==> src/rtl/gfx_color_wcombine.sv <==
// Write-combining pixel packer: merges pixels that hit one MEM_W-bit line into a
// line buffer with byte selects and issues one strobed line write per line.
module gfx_color_wcombine #(
    parameter int MEM_W   = 256,
    parameter int ADR_W   = 32,
    parameter int TIMEOUT = 16
) (
    input  logic               clk_i,
    input  logic               rst_i,
    input  logic               pix_valid_i,
    output logic               pix_ready_o,
    input  logic [ADR_W-1:0]   pix_adr_i,
    input  logic [31:0]        pix_color_i,
    input  logic [1:0]         color_depth_i,
    input  logic               flush_i,
    output logic               flush_done_o,
    output logic               straddle_o,
    output logic               mem_stb_o,
    input  logic               mem_ack_i,
    output logic [ADR_W-1:0]   mem_adr_o,
    output logic [MEM_W-1:0]   mem_dat_o,
    output logic [MEM_W/8-1:0] mem_sel_o,
    output logic               busy_o
);
    localparam int NB = MEM_W / 8;
    localparam int LB = $clog2(NB);
    localparam int TW = ADR_W - LB;
    localparam int CW = $clog2(TIMEOUT + 2);
    localparam logic [CW-1:0] TO_LAST = CW'((TIMEOUT > 0) ? TIMEOUT - 1 : 0);
    localparam logic [LB:0]   LAST_B  = (LB+1)'(NB - 1);

    localparam logic [1:0] ST_EMPTY   = 2'd0;
    localparam logic [1:0] ST_COLLECT = 2'd1;
    localparam logic [1:0] ST_WRITE   = 2'd2;

    logic [1:0]       state_q, state_d;
    logic             ready_q, ready_d;
    logic [TW-1:0]    tag_q, tag_d;
    logic [MEM_W-1:0] buf_dat_q, buf_dat_d;
    logic [NB-1:0]    buf_sel_q, buf_sel_d;
    logic             hold_vld_q, hold_vld_d;
    logic [TW-1:0]    hold_tag_q, hold_tag_d;
    logic [LB-1:0]    hold_off_q, hold_off_d;
    logic [31:0]      hold_color_q, hold_color_d;
    logic [1:0]       hold_depth_q, hold_depth_d;
    logic [CW-1:0]    idle_q, idle_d;
    logic             flush_pend_q, flush_pend_d;
    logic             flush_done_q, flush_done_d;
    logic             straddle_q, straddle_d;
    logic             stb_q, stb_d;
    logic [ADR_W-1:0] adr_q, adr_d;
    logic [MEM_W-1:0] dat_q, dat_d;
    logic [NB-1:0]    sel_q, sel_d;

    logic [LB-1:0]    pix_off;
    logic [TW-1:0]    pix_tag;
    logic             accept;
    logic             hit;
    logic             pix_straddle;
    logic             to_fire;

    assign pix_off      = pix_adr_i[LB-1:0];
    assign pix_tag      = pix_adr_i[ADR_W-1:LB];
    assign accept       = pix_valid_i & ready_q;
    assign hit          = (pix_tag == tag_q);
    assign pix_straddle = ({1'b0, pix_off} + (LB+1)'(color_depth_i)) > LAST_B;
    assign to_fire      = (TIMEOUT != 0) && (idle_q == TO_LAST);

    // One shared merge unit: the held pixel is replayed through it on a write ack,
    // otherwise the incoming pixel merges into the buffer (or a cleared buffer in EMPTY).
    logic [LB-1:0]    m_off;
    logic [31:0]      m_color;
    logic [1:0]       m_depth;
    logic [NB-1:0]    m_base_sel;
    logic [MEM_W-1:0] mrg_dat;
    logic [NB-1:0]    mrg_sel;

    assign m_off      = (state_q == ST_WRITE) ? hold_off_q   : pix_off;
    assign m_color    = (state_q == ST_WRITE) ? hold_color_q : pix_color_i;
    assign m_depth    = (state_q == ST_WRITE) ? hold_depth_q : color_depth_i;
    assign m_base_sel = (state_q == ST_COLLECT) ? buf_sel_q : '0;

    for (genvar gi = 0; gi < NB; gi++) begin : g_byte
        logic [LB-1:0] rel;
        logic          cov;
        assign rel = LB'(gi) - m_off;
        assign cov = (LB'(gi) >= m_off) && (rel <= LB'(m_depth));
        assign mrg_sel[gi]        = cov | m_base_sel[gi];
        assign mrg_dat[8*gi +: 8] = cov ? m_color[8*rel[1:0] +: 8] : buf_dat_q[8*gi +: 8];
    end

    logic             go_write;
    logic [MEM_W-1:0] wr_dat;
    logic [NB-1:0]    wr_sel;
    logic [TW-1:0]    wr_tag;
    logic             flush_req;

    always_comb begin
        state_d      = state_q;
        tag_d        = tag_q;
        buf_dat_d    = buf_dat_q;
        buf_sel_d    = buf_sel_q;
        hold_vld_d   = hold_vld_q;
        hold_tag_d   = hold_tag_q;
        hold_off_d   = hold_off_q;
        hold_color_d = hold_color_q;
        hold_depth_d = hold_depth_q;
        flush_pend_d = flush_pend_q;
        flush_done_d = 1'b0;
        straddle_d   = accept & pix_straddle;
        stb_d        = stb_q;
        adr_d        = adr_q;
        dat_d        = dat_q;
        sel_d        = sel_q;
        idle_d       = (idle_q != {CW{1'b1}}) ? idle_q + CW'(1) : idle_q;
        go_write     = 1'b0;
        wr_dat       = buf_dat_q;
        wr_sel       = buf_sel_q;
        wr_tag       = tag_q;
        flush_req    = flush_i | flush_pend_q;

        case (state_q)
            ST_EMPTY: begin
                if (accept) begin
                    buf_dat_d = mrg_dat;
                    buf_sel_d = mrg_sel;
                    tag_d     = pix_tag;
                    state_d   = ST_COLLECT;
                    if (flush_i) begin
                        go_write     = 1'b1;
                        wr_dat       = mrg_dat;
                        wr_sel       = mrg_sel;
                        wr_tag       = pix_tag;
                        flush_pend_d = 1'b1;
                    end
                end else if (flush_i) begin
                    flush_done_d = 1'b1;
                end
            end
            ST_COLLECT: begin
                flush_pend_d = flush_req;
                if (accept && hit) begin
                    buf_dat_d = mrg_dat;
                    buf_sel_d = mrg_sel;
                    wr_dat    = mrg_dat;
                    wr_sel    = mrg_sel;
                    go_write  = flush_req;
                end else if (accept) begin
                    hold_vld_d   = 1'b1;
                    hold_tag_d   = pix_tag;
                    hold_off_d   = pix_off;
                    hold_color_d = pix_color_i;
                    hold_depth_d = color_depth_i;
                    go_write     = 1'b1;
                end else begin
                    go_write = flush_req | to_fire;
                end
            end
            ST_WRITE: begin
                flush_pend_d = flush_req;
                if (mem_ack_i) begin
                    stb_d = 1'b0;
                    sel_d = '0;
                    if (hold_vld_q) begin
                        buf_dat_d  = mrg_dat;
                        buf_sel_d  = mrg_sel;
                        tag_d      = hold_tag_q;
                        hold_vld_d = 1'b0;
                        state_d    = ST_COLLECT;
                    end else begin
                        flush_done_d = flush_req;
                        flush_pend_d = 1'b0;
                        state_d      = ST_EMPTY;
                    end
                end
            end
            default: state_d = ST_EMPTY;
        endcase

        if (go_write) begin
            state_d = ST_WRITE;
            stb_d   = 1'b1;
            adr_d   = {wr_tag, {LB{1'b0}}};
            dat_d   = wr_dat;
            sel_d   = wr_sel;
        end
        if ((state_d != state_q) || accept) begin
            idle_d = '0;
        end
        ready_d = (state_d != ST_WRITE);
    end

    always_ff @(posedge clk_i or posedge rst_i) begin
        if (rst_i) begin
            state_q      <= ST_EMPTY;
            ready_q      <= 1'b1;
            tag_q        <= '0;
            buf_dat_q    <= '0;
            buf_sel_q    <= '0;
            hold_vld_q   <= 1'b0;
            hold_tag_q   <= '0;
            hold_off_q   <= '0;
            hold_color_q <= '0;
            hold_depth_q <= '0;
            idle_q       <= '0;
            flush_pend_q <= 1'b0;
            flush_done_q <= 1'b0;
            straddle_q   <= 1'b0;
            stb_q        <= 1'b0;
            adr_q        <= '0;
            dat_q        <= '0;
            sel_q        <= '0;
        end else begin
            state_q      <= state_d;
            ready_q      <= ready_d;
            tag_q        <= tag_d;
            buf_dat_q    <= buf_dat_d;
            buf_sel_q    <= buf_sel_d;
            hold_vld_q   <= hold_vld_d;
            hold_tag_q   <= hold_tag_d;
            hold_off_q   <= hold_off_d;
            hold_color_q <= hold_color_d;
            hold_depth_q <= hold_depth_d;
            idle_q       <= idle_d;
            flush_pend_q <= flush_pend_d;
            flush_done_q <= flush_done_d;
            straddle_q   <= straddle_d;
            stb_q        <= stb_d;
            adr_q        <= adr_d;
            dat_q        <= dat_d;
            sel_q        <= sel_d;
        end
    end

    assign pix_ready_o  = ready_q;
    assign flush_done_o = flush_done_q;
    assign straddle_o   = straddle_q;
    assign mem_stb_o    = stb_q;
    assign mem_adr_o    = adr_q;
    assign mem_dat_o    = dat_q;
    assign mem_sel_o    = sel_q;
    assign busy_o       = (state_q != ST_EMPTY);
endmodule
==> config.mk <==
export PLATFORM = sky130hd
export DESIGN_NAME = gfx_color_wcombine
export DESIGN_NICKNAME = d
export VERILOG_FILES = /design/src/rtl/gfx_color_wcombine.sv
export SDC_FILE = /design/constraint.sdc
export NUM_CORES = 2
export LEC_CHECK = 0
export BUFFER_PORTS_ARGS = -buffer_cell sky130_fd_sc_hd__buf_2
export CAP_MARGIN = 20
export CORE_MARGIN = 2
export CORE_UTILIZATION = 47
export CTS_CLUSTER_SIZE = 14
export DETAILED_ROUTE_END_ITERATION = 10
export GPL_TIMING_DRIVEN = 1
export PLACE_DENSITY = 0.69
export SYNTH_ARGS = -nofsm -noshare
export SYNTH_HDL_FRONTEND = slang
export SYNTH_SLANG_ARGS = --single-unit
export TNS_END_PERCENT = 20
==> constraint.sdc <==
create_clock -name clk_i -period 70.5 [get_ports clk_i]
set_input_delay 7.05 -clock clk_i [delete_from_list [all_inputs] [get_ports clk_i]]
set_output_delay 7.05 -clock clk_i [all_outputs]
set_load 0.05 [all_outputs]
# Word-level counts from Yosys, hierarchy flattened
# Index checks and enable logic that the tools add are counted.
[totals]
regBits = 709
out_inout_bits = 325
wordCells = 336
[op_classes]
addsub = 34
n_lt_le_gt_ge = 65
eq_ne = 13
shift = 32
n_mux = 89
bitwise = 37
n_reduce_logical = 48
[op_table]
columns = ["operator", "count"]
rows = [
  ["$mux 256", 6],
  ["$shiftx 32x6->8", 32],
  ["$pmux 256 s3", 1],
  ["$pmux 256 s2", 1],
  ["$mux 32", 11],
  ["$mux 8", 32],
  ["$mux 27", 6],
  ["$le 5x2->1", 32],
  ["$pmux 32 s3", 1],
  ["$ge 5x5->1 const A", 16],
  ["$sub 5x5->5 const A", 16],
  ["$pmux 32 s2", 1],
  ["$pmux 27 s2", 1],
  ["$ge 4x5->1 const A", 8],
  ["$sub 4x5->5 const A", 8],
  ["$or 1x1->1", 34],
  ["$logic_and 1x1->1", 33],
  ["$eq 27x27->1", 1],
  ["$ge 3x5->1 const A", 4],
  ["$sub 3x5->5 const A", 4],
  ["$mux 1", 17],
  ["$mux 5", 3],
  ["$ne 2x2->1 const B", 7],
  ["$reduce_and 4->1", 3],
  ["other kinds (24)", 40],
]

# Logic depth before layout (Yosys ltp)
[depth]
ltp_word = 10
mapped_depth = 19

# Worst setup path before layout
# No wires, ideal clock.
[synth_path]
path_type = "input to register"
from = "input pix_adr_i[0]"
to = "register dat_q[224], in the netlist mem_dat_o[224]"
setup_time_ns = 0.127
arrival_time_ns = 10.517
required_ns = 70.373
path_slack_ns = 59.856
cell_stages = 15
path_cell_list = "mux2_4 -> buf_2 -> buf_2 -> inv_1 -> ha_1 -> clkbuf_1 -> clkinv_1 -> ha_1 -> nor2b_1 -> o22ai_1 -> o211ai_1 -> a221o_1 -> a221o_1 -> a221oi_1 -> nor2_1"
[synth_via]
elab_chain_cells = 8
[synth_rtl]
columns = ["item", "line", "text"]
rows = [
  ["start, declared", "12", "input logic [ADR_W-1:0] pix_adr_i,"],
  ["$mux 5 (*)", "78", "assign m_off = (state_q == ST_WRITE) ? hold_off_q : pix_off;"],
  ["branches (longest 3 deep; another with $sub 5x5->5)", "--", ""],
  ["$mux 8 (*)", "89", "assign mrg_dat[8*gi +: 8] = cov ? m_color[8*rel[1:0] +: 8] : buf_dat_q[8*gi +: 8];"],
  ["$mux 256", "129", "if (flush_i) begin"],
  ["$mux 256", "124", "if (accept) begin"],
  ["$pmux 256 s2 (*)", "122", "case (state_q)"],
  ["end signal, assigned", "230", "dat_q <= dat_d;"],
  ["end, declared", "52", "logic [MEM_W-1:0] dat_q, dat_d;"],
]
# Every way passes the cells marked *.
# A chain may end at the register's enable or synchronous reset.

# Worst setup path after layout
[layout_path]
from = "input pix_adr_i[0]"
to = "register buf_dat_q[116]"
[layout_via]
elab_chain_cells = 8
[layout_rtl]
columns = ["item", "line", "text"]
rows = [
  ["$mux 5 (*)", "78", ""],
  ["branches (longest 3 deep; another with $sub 4x5->5)", "--", ""],
  ["$mux 8 (*)", "89", ""],
  ["$mux 256", "164", "if (hold_vld_q) begin"],
  ["$mux 256", "161", "if (mem_ack_i) begin"],
  ["$pmux 256 s3 (*)", "122", ""],
  ["end signal, assigned", "217", "buf_dat_q <= buf_dat_d;"],
  ["end, declared", "39", "logic [MEM_W-1:0] buf_dat_q, buf_dat_d;"],
]
# Every way passes the cells marked *. The select of a mux whose other input is x is not followed.

==> metrics.md <==
| Metric | Value |
|---|---|
| Crit. path cell count | 14 |
| CP Cell Sequence | buf_2 > mux2_4 > nor2_2 > nor2_1 > buf_4 > inv_1 > ha_1 > nor2b_1 > o22ai_1 > nand4_1 > a21oi_2 > nand3_1 > nand2_1 > o21ai_0 |
| Worst Path Arrival | around 11 ns |
| Max FO, Critical Path | 25 |
| CP Class | in -> reg |
| Largest net degree at the start of global routing | 219 |
| Die width | between 200 and 300 um |
| Routed WL per cell | around 24 um |
| Antenna Nets Post-Route | 0 |
| Core Rows | 99 |
| Die area | approximately 76000 um2 |
| Vias in the first global route | approximately 28k |
| Number of synthesized flops with an enable pin | 0 |
| Die H | roughly 270 um |
| Port bufs | between 300 and 400 |
| CP Capture Type | flop |
| YS warnings | 0 |
| I/O pin total | roughly 400 |
| Root cell of the clock tree | clkbuf_16 |
| Syn Inst Count | between 3k and 4k |
| R2R Path End | buf_dat_q[116]$_DFFE_PP0P_ |
| Top cell family by delay on the critical path | simple AND/OR/NAND/NOR gates |
| Register area share after synthesis | 0.5147 |
| Final nets | approximately 3.9k |
| Vias | 29.87k |
| First-pass detailed-route iteration total | 9 |
| Hold_buf cts | 0 |
| Layout Skew | around 0.030 ns |
| Max clock buf depth | 3 |
| Final min period | ~11 ns |
| Antenna violations before repair | 12 |
| Worst-Skew Late Latency | around 0.63 ns |
| Startpoint types | primary input |
| FF+latch count, synth | 709 |
| GRT Total Usage | 0.3047 |
| Worst slew margin | 0.2682 |
| Crit path to | buf_dat_q[116]$_DFFE_PP0P_ |
| Final Max Slew Viols | 0 |
| Routed Wire Length | around 120000 um |
| Post-synth cell types | 85 |
| Syn-to-layout area delta | 15.41% |
| Failing checks | DRC |
| Outcome | complete, but fails checks |
| Commonest cells after routing, fill and taps aside | 708 x dfrtp_1, 524 x nor2_1, 445 x nand2_1, 390 x buf_2, 249 x a21oi_1 |
| DR vias/cell | 6.222 |
| CTS HTree Levels | 3 |
| Primary FF master, synth | dfrtp_1 |
| Mapped Avg Cell Area | around 9.8 um2 |
| CP Buf/Inv Count | 3 |
| Worst hold path type | reg -> reg |
| Grt total ovfl | 0 |
| Synthesized cell area | ~34000 um2 |
| Post-cts sizing count | 0 |
| Max cap viols | 0 |
| Setup violations, final | 0 |
| Worst reg2reg path depth | 16 |
| First-pass GRT wire length | roughly 170000 um |
| Hpwl dp | 76780 um |
| R2R setup slack | approximately 65 ns |
| CTS buffer count | between 70 and 80 |
| Routability Congestion | ~0.93 |
| Final Cycle Share | 0.1492 |
| Unrepaired setup endpoints after global routing | false |
| Setup_tns | 0 ns |
| Hold Vio Cnt, Final | 0 |
| Ys async rst share | 1.000 |
| DRC marker count from the first detailed-route iteration | about 3.7k |
| Crit path required time | 71.00 ns |
| Fillers | roughly 6.6k |
| Sink Count | 709 |
| Origin of the worst setup path | pix_adr_i[0] |
| Max Clk Rate | between 0.09 and 0.1 GHz |
| Reg-to-Reg Start | state_q[0]$_DFF_PP0_ |
| Slowest-stage cell, CP | a21oi_2 |
| Slowest cell delay on critical path | 0.69 ns |
| Starting Density | 0.4733 |
| Worst-margin pin slew | 1.070 ns |
| Postcts setup bufs | 0 |
| Layout cells sized above 1 | 0.2026 |
| Most common cell after layout, fill and taps aside | dfrtp_1 |
| DRC Markers | 1 |
| CTS clk-pin slew, worst paths | roughly 0.060 ns |
| CORE AREA | 72830 um2 |
| TritonCTS clock tree | done |
-- per-layer routing --
metal  track usage  share of wire
met5             0        0.00026
met4        0.1098          0.034
met3       0.05420          0.087
met2        0.4815           0.47
met1        0.4229           0.41
-- how the worst min path moves through the flow --
stage	startpoint	endpoint	slack, ns	depth (start not counted)
after floorplan	buf_sel_q[1]$_DFFE_PP0P_	buf_sel_q[1]$_DFFE_PP0P_	0.44	2
after global placement	buf_sel_q[31]$_DFFE_PP0P_	buf_sel_q[31]$_DFFE_PP0P_	0.46	1
after detailed placement	buf_sel_q[3]$_DFFE_PP0P_	buf_sel_q[3]$_DFFE_PP0P_	0.46	2
after CTS	buf_sel_q[3]$_DFFE_PP0P_	buf_sel_q[3]$_DFFE_PP0P_	0.47	2
after global routing	buf_sel_q[3]$_DFFE_PP0P_	buf_sel_q[3]$_DFFE_PP0P_	0.50	2
final	mem_adr_o[13]$_DFFE_PP0P_	mem_adr_o[13]$_DFFE_PP0P_	0.47	2
-- flip-flops by register name (all words and copies together), names as in the netlist, 2 cells and up --
| name | count |
|---|---|
| hold_depth_q | 2 |
| hold_off_q | 5 |
| state_q | 2 |
| idle_q | 5 |
| buf_sel_q | 32 |
| tag_q | 27 |
| hold_tag_q | 27 |
| hold_color_q | 32 |
| mem_sel_o | 32 |
| mem_dat_o | 256 |
| buf_dat_q | 256 |
| mem_adr_o | 27 |
-- through the flow --
step / std cells / utilization / hold WS (ns) / instance area [um2] / setup WS, ns
floorplan: 3527 / - / 0.4428 / 34490 / 43.57
global placement: 4645 / 0.5074 / 0.4557 / 36950 / 59.61
detailed placement: 4645 / 0.5074 / 0.4602 / 36950 / 59.45
CTS: 4789 / 0.5448 / 0.4748 / 39680 / 60.12
global route: 4798 / 0.5462 / 0.4952 / 39780 / 59.66
finish: 4800 / 0.5463 / 0.4696 / 39790 / 59.98
-- tightest hold or removal path, cell delays in order, from the launching register on --
cell,delay [ns]
dfrtp_1,0.33
nand2_1,0.04
o21ai_0,0.06
-- logic make-up (layout without fill, tap and decap cells) --
logic type	count (synthesis)	after routing	share of synthesized area
DFF	709	709	0.5147
buffers and inverters	308	617	0.03709
xor gates and xnor gates	32	32	0.008130
other	1	10	0.0001088
and+or+nand+nor	1184	1184	0.1442
adders and majority gates	27	27	0.009799
muxes	219	219	0.08061
AOI/OAI and AO/OA	1043	1043	0.2054
-- cell usage after synthesis (7+ instances only) --
master     count  share of area
nand2_1      448          0.049
inv_1         31         0.0034
a221o_1       23         0.0067
a221oi_1     166          0.042
a21oi_1      251          0.036
o2111ai_1     11         0.0028
dfrtp_1      708           0.51
o221ai_1      30         0.0076
o211ai_1     114          0.025
mux2i_1       66          0.019
a21o_1        16         0.0035
a22oi_1       90          0.020
nand4_1       12         0.0022
nor2b_1       13         0.0024
nor3_2        11         0.0032
mux4_2        33          0.022
nand3_1       42         0.0061
nor3_1        32         0.0046
buf_2         46         0.0067
buf_1         20         0.0022
a221oi_2       8         0.0035
mux2_2       115          0.038
nor2_1       527          0.057
a31oi_1       77          0.014
and3_1        19         0.0034
o21ai_0      175          0.025
a222oi_1       8         0.0023
and2_1        40         0.0073
xnor2_1       14         0.0036
buf_4          9         0.0020
o21ai_1       23         0.0033
a2111oi_0      7         0.0018
ha_1          27         0.0098
xor2_1        18         0.0046
clkbuf_1     193          0.021
-- cell type report --
cell class                 count  area (um2)  area share
multi-input combinational   2510       15570      0.3913
inverter                      35       138.9    0.003491
clock buffer                 107        2256     0.05670
timing repair buffer         438        2401     0.06035
tap                          959        1200     0.03016
sequential                   709       17740      0.4459
clock inverter                37       469.2     0.01179
antenna                        5       12.51   0.0003145
Power is left out: the tool's default activity adds up to more than one toggle a clock period on the data nets, which glitch-free logic cannot reach.
